## config.mk

```make
export PLATFORM = sky130hd
export DESIGN_NAME = apb_master_bridge
export DESIGN_NICKNAME = d
export VERILOG_FILES = /design/src/rtl/apb_master_bridge.sv
export SDC_FILE = /design/constraint.sdc
export NUM_CORES = 1
export LEC_CHECK = 0
export BUFFER_PORTS_ARGS = -buffer_cell sky130_fd_sc_hd__buf_2
export CAP_MARGIN = 10
export CORE_MARGIN = 5
export CORE_UTILIZATION = 36
export DETAILED_ROUTE_END_ITERATION = 10
export PLACE_DENSITY = 0.74
export SYNTH_ARGS = -nofsm -noshare
export SYNTH_HDL_FRONTEND = slang
export SYNTH_SLANG_ARGS = --single-unit
```

## constraint.sdc

```tcl
create_clock -name PCLK -period 1.65 [get_ports PCLK]
set_input_delay 0.4125 -clock PCLK [delete_from_list [all_inputs] [get_ports PCLK]]
set_output_delay 0.4125 -clock PCLK [all_outputs]
set_load 0.005 [all_outputs]
```

## src/rtl/apb_master_bridge.sv

```systemverilog
// APB requester: turns a valid/ready command into one APB SETUP/ACCESS transfer and returns a response.
// Optional ACCESS-phase timeout is enabled by defining APB_TIMEOUT_EN.
`ifndef ADDR_WIDTH
`define ADDR_WIDTH 32
`endif
`ifndef DATA_WIDTH
`define DATA_WIDTH 32
`endif

module apb_master_bridge #(
  parameter int ADDR_WIDTH     = `ADDR_WIDTH,
  parameter int DATA_WIDTH     = `DATA_WIDTH,
  parameter int TIMEOUT_CYCLES = 255
) (
  input  logic                  PCLK,
  input  logic                  PRESETn,
  input  logic                  cmd_valid,
  output logic                  cmd_ready,
  input  logic                  cmd_write,
  input  logic [ADDR_WIDTH-1:0] cmd_addr,
  input  logic [DATA_WIDTH-1:0] cmd_wdata,
  output logic                  rsp_valid,
  input  logic                  rsp_ready,
  output logic [DATA_WIDTH-1:0] rsp_rdata,
  output logic                  rsp_err,
  output logic                  PSEL,
  output logic                  PENABLE,
  output logic [ADDR_WIDTH-1:0] PADDR,
  output logic                  PWRITE,
  output logic [DATA_WIDTH-1:0] PWDATA,
  input  logic [DATA_WIDTH-1:0] PRDATA,
  input  logic                  PREADY,
  input  logic                  PSLVERR
);

  typedef enum logic [1:0] {
    IDLE   = 2'd0,
    SETUP  = 2'd1,
    ACCESS = 2'd2,
    RESP   = 2'd3
  } state_t;

  state_t                state_reg, state_next;
  logic                  psel_reg, psel_next;
  logic                  penable_reg, penable_next;
  logic                  pwrite_reg, pwrite_next;
  logic [ADDR_WIDTH-1:0] paddr_reg, paddr_next;
  logic [DATA_WIDTH-1:0] pwdata_reg, pwdata_next;
  logic                  rsp_valid_reg, rsp_valid_next;
  logic [DATA_WIDTH-1:0] rsp_rdata_reg, rsp_rdata_next;
  logic                  rsp_err_reg, rsp_err_next;

`ifdef APB_TIMEOUT_EN
  localparam logic [15:0] TIMEOUT_LIM = 16'(TIMEOUT_CYCLES);
  logic [15:0] wait_cnt_reg, wait_cnt_next, wait_cnt_inc;
`endif

  // Gated by reset so no command is offered while the bus is held in reset.
  assign cmd_ready = PRESETn && (state_reg == IDLE);

  always_comb begin
    state_next     = state_reg;
    psel_next      = psel_reg;
    penable_next   = penable_reg;
    pwrite_next    = pwrite_reg;
    paddr_next     = paddr_reg;
    pwdata_next    = pwdata_reg;
    rsp_valid_next = rsp_valid_reg;
    rsp_rdata_next = rsp_rdata_reg;
    rsp_err_next   = rsp_err_reg;
`ifdef APB_TIMEOUT_EN
    wait_cnt_next  = wait_cnt_reg;
    wait_cnt_inc   = wait_cnt_reg + 16'd1;
`endif
    case (state_reg)
      IDLE: begin
        if (cmd_valid) begin
          paddr_next  = cmd_addr;
          pwrite_next = cmd_write;
          pwdata_next = cmd_wdata;
          psel_next   = 1'b1;
          state_next  = SETUP;
        end
      end
      SETUP: begin
        penable_next = 1'b1;
        state_next   = ACCESS;
`ifdef APB_TIMEOUT_EN
        wait_cnt_next = 16'd0;
`endif
      end
      ACCESS: begin
        if (PREADY) begin
          rsp_rdata_next = pwrite_reg ? '0 : PRDATA;
          rsp_err_next   = PSLVERR;
          psel_next      = 1'b0;
          penable_next   = 1'b0;
          rsp_valid_next = 1'b1;
          state_next     = RESP;
        end
`ifdef APB_TIMEOUT_EN
        else begin
          wait_cnt_next = wait_cnt_inc;
          // Abort on the wait cycle that brings the count to the limit.
          if (wait_cnt_inc >= TIMEOUT_LIM) begin
            rsp_rdata_next = '0;
            rsp_err_next   = 1'b1;
            psel_next      = 1'b0;
            penable_next   = 1'b0;
            rsp_valid_next = 1'b1;
            state_next     = RESP;
          end
        end
`endif
      end
      RESP: begin
        if (rsp_ready) begin
          rsp_valid_next = 1'b0;
          state_next     = IDLE;
        end
      end
      default: state_next = IDLE;
    endcase
  end

  always_ff @(posedge PCLK) begin
    if (!PRESETn) begin
      state_reg     <= IDLE;
      psel_reg      <= 1'b0;
      penable_reg   <= 1'b0;
      pwrite_reg    <= 1'b0;
      paddr_reg     <= '0;
      pwdata_reg    <= '0;
      rsp_valid_reg <= 1'b0;
      rsp_rdata_reg <= '0;
      rsp_err_reg   <= 1'b0;
`ifdef APB_TIMEOUT_EN
      wait_cnt_reg  <= 16'd0;
`endif
    end else begin
      state_reg     <= state_next;
      psel_reg      <= psel_next;
      penable_reg   <= penable_next;
      pwrite_reg    <= pwrite_next;
      paddr_reg     <= paddr_next;
      pwdata_reg    <= pwdata_next;
      rsp_valid_reg <= rsp_valid_next;
      rsp_rdata_reg <= rsp_rdata_next;
      rsp_err_reg   <= rsp_err_next;
`ifdef APB_TIMEOUT_EN
      wait_cnt_reg  <= wait_cnt_next;
`endif
    end
  end

  assign PSEL      = psel_reg;
  assign PENABLE   = penable_reg;
  assign PWRITE    = pwrite_reg;
  assign PADDR     = paddr_reg;
  assign PWDATA    = pwdata_reg;
  assign rsp_valid = rsp_valid_reg;
  assign rsp_rdata = rsp_rdata_reg;
  assign rsp_err   = rsp_err_reg;

endmodule

```

==> results.sh <==
export IMPL_diodes=0
export IMPL_ys_types=26
export IMPL_cts_buffers_inserted=9
export IMPL_clk_latency_ns=0.36
export IMPL_synthAdderAreaFrac_pct=1.93
export IMPL_path_max_fanout=3
export IMPL_hp_class="primary input to register"
export IMPL_finalSetupTns_ns=0
export IMPL_p_sw_share_pct=32.5
export IMPL_num_fill_cells=1034
export IMPL_portBuffers=204
export IMPL_worstPathRequired_ns=1.24
export IMPL_comb_power_share_pct=30.6
export IMPL_layout_commonest_cell="buf_2"
export IMPL_clock_sinks=103
export IMPL_clk_pin_slew_ns=0.10
export IMPL_status="complete, no violations"
export IMPL_die_area_sq_mm=0.0130
export IMPL_synth_xor_area_share_pct=0
export IMPL_worstSetupEndpointType="primary output"
export IMPL_crit_type="register to primary output"
export IMPL_finalSetupViolations=0
export IMPL_syn_inst=476
export IMPL_wirelength_um=11300
export IMPL_finClkSkew_ns=0.0119
export IMPL_switchingPower_mw=2.22
export IMPL_die_y_um=114
export IMPL_io_pins=205
export IMPL_synth_area_sq_mm=0.00390
export IMPL_leakage_nw=2.45
export IMPL_hold_viol=0
export IMPL_cts_root_buf="clkbuf_8"
export IMPL_worstMarginPinSlew_ns=0.329
export IMPL_internal_power_mw=4.62
export IMPL_viasPerCell=4.84
export IMPL_ff2ff_setup_slack_ns=0.08
export IMPL_vias=3930
export IMPL_rows=38
export IMPL_max_clock_path_buffers=2
export IMPL_grt_remaining_overflow=0
export IMPL_fin_cells=812
export IMPL_syn_nets=585
export IMPL_synth_compound_area_share_pct=13.6
export IMPL_grt_total_usage_pct=16.0
export IMPL_synth_seq_area_share_pct=52.9
export IMPL_wl_per_cell_um=13.9
export IMPL_crit_chain="inv_4 > ha_4 > and2_4 > buf_6"
export IMPL_drv_slew=0
export IMPL_hpwl_um=8240
export IMPL_dieWidth_um=114
export IMPL_synthSimpleGateAreaFrac_pct=26.3
export IMPL_dp_cells=793
export IMPL_area_delta_synth_final_pct=37.8
export IMPL_max_cap_viol_count=0
export IMPL_antenna_left=0
export IMPL_whs_path_depth=3
export IMPL_cts_tree="done"
export IMPL_p_clk_share_pct=23.8
export IMPL_grt_pass1_wl_um=17100
export IMPL_slowest_stage="dfxtp_4"
export IMPL_grt_pass1_vias=3664
export IMPL_start_util_pct=36.3
export IMPL_ff2ff_path_depth=5
export IMPL_seqPwrFrac_pct=45.7
export IMPL_avgSynthCellArea_sq_um=8.19
export IMPL_fmax_mhz=631
export IMPL_nets=776
export IMPL_layout_drive_gt1_share_pct=37.4
export IMPL_multi_input_area_sq_mm=0.00169
export IMPL_drt_initial_drc_count=400
export IMPL_max_stage_delay_ns=0.37
export IMPL_register_area_sq_mm=0.00207
export IMPL_rsz0062_at_grt="false"
export IMPL_dr_pass1_iters=4
export IMPL_r2r_end="state_reg[0]"
export IMPL_whs_endpoint="PADDR[19]"
export IMPL_cts_max_level=3
export IMPL_ir_drop_mv=0.531
export IMPL_yosysWarnings=0
export IMPL_synthMuxAreaShare_pct=0.546
export IMPL_finalWeightedCongestion=0.754
export IMPL_period_needed_ns=1.58
export IMPL_final_cell_mix="buf_2 (203), nand2_1 (168), dfxtp_1 (101), a21oi_1 (100), nand4b_1 (32)"
export IMPL_maxSlewHeadroom_pct=78.0
export IMPL_fin_crit_sh_pct=96.0
export IMPL_reg2reg_from="state_reg[1]"
export IMPL_synth_top_family_by_area="simple AND/OR/NAND/NOR gates"
export IMPL_start_kind="register"
export IMPL_worst_hold_startpoint="cmd_addr[19]"
export IMPL_ys_seq_elements=103
export IMPL_antenna_found_initial=0
export IMPL_arrival_ns=1.17
export IMPL_p_per_area_mw_per_mm2=1270
export IMPL_core_area_sq_mm=0.0107
export IMPL_grt_max_degree=56
export IMPL_drc_errors=0
-- timing repair --
item                       CTS  global route
buffers inserted             3             1
pin swaps                    1             1
hold buffers                 0             0
setup endpoints to repair    1             3
resized for setup            8             8
-- synthesized netlist by cell type, drive strengths merged --
cell      n  area [sq um]
a221oi    1          15.0
nand4b   32           280
ha        6          75.1
inv       3          11.3
a32oi     1          8.76
nor3      2          10.0
dfxtp   103          2060
mux2i     1          10.0
clkbuf   16          60.1
a21oi   100           500
nand2b    2          12.5
mux2      1          11.3
nor2      3          11.3
and2      2          12.5
nor2b     1          6.26
a211oi    1          7.51
and3      1          6.26
or2       2          12.5
nand2   169           634
nand3     2          10.0
and2b     2          15.0
or3       1          6.26
buf      23           113
nor4      1          6.26
-- power groups by stage --
stage | Sequential [mW] | Clock, mW | Combinational (mW)
3_5_place_dp | 3.18 | 0 | 2.01
4_1_cts | 3.13 | 1.69 | 2.08
3_3_place_gp | 3.16 | 0 | 1.94
6_report | 3.13 | 1.63 | 2.09
5_1_grt | 3.18 | 1.80 | 2.32
2_1_floorplan | 3.21 | 0 | 1.06
-- through the flow --
stage	area, sq um	util [%]	hold slack [ns]	worst slack (ns)	power [mW]
global placement	5090	47.4	0.435	0.127	5.10
finish	5370	50.0	0.273	0.0655	6.84
floorplan	3900	-	0.448	0.151	4.27
global route	5370	50.0	0.242	0.00296	7.30
detailed placement	5090	47.4	0.443	0.0306	5.19
CTS	5330	49.6	0.254	0.0181	6.89
-- logic make-up after synthesis --
| family | Yosys count |
|---|---|
| and+or+nand+nor | 220 |
| DFF | 103 |
| AOI/OAI and AO/OA | 103 |
| adders and majority gates | 6 |
| buffers and inverters | 42 |
| muxes | 2 |
-- worst max-delay path by stage --
stage | startpoint | end | slack [ns] | depth (start not counted)
2_1_floorplan | state_reg[0] | state_reg[0] | 0.15 | 5
3_3_place_gp | state_reg[0] | PWDATA[5] | 0.13 | 7
3_5_place_dp | state_reg[0] | PADDR[22] | 0.03 | 7
4_1_cts | state_reg[1] | cmd_ready | 0.02 | 4
5_1_grt | state_reg[1] | state_reg[0] | 0.003 | 5
6_report | state_reg[1] | cmd_ready | 0.07 | 4
-- layer usage --
| layer | track usage, % | up-vias | wire length (um) |
|---|---|---|---|
| li1 | - | 1960 | - |
| met1 | 18.9 | 1785 | 4480 |
| met2 | 26.7 | 165 | 5400 |
| met3 | 5.76 | 20 | 1160 |
| met4 | 6.10 | 0 | 245 |
| met5 | 0 | - | 0 |
-- worst max-delay path: cells and delay by family (launching register included) --
| family | cells | cell delay, ns |
|---|---|---|
| fa+ha+maj | 1 | 0.15 |
| buf+inv | 2 | 0.16 |
| flops | 1 | 0.37 |
| simple gates | 1 | 0.13 |
-- layout make-up --
type / count / share of cell area [%]
well taps: 140 / 3.26
clock buffers: 10 / 2.56
multi-input cells: 331 / 31.4
inverters: 3 / 0.303
clock inverters: 6 / 1.28
repair buffers: 219 / 22.7
flip-flops and latches: 103 / 38.5
(Power assumes the default switching activity.)
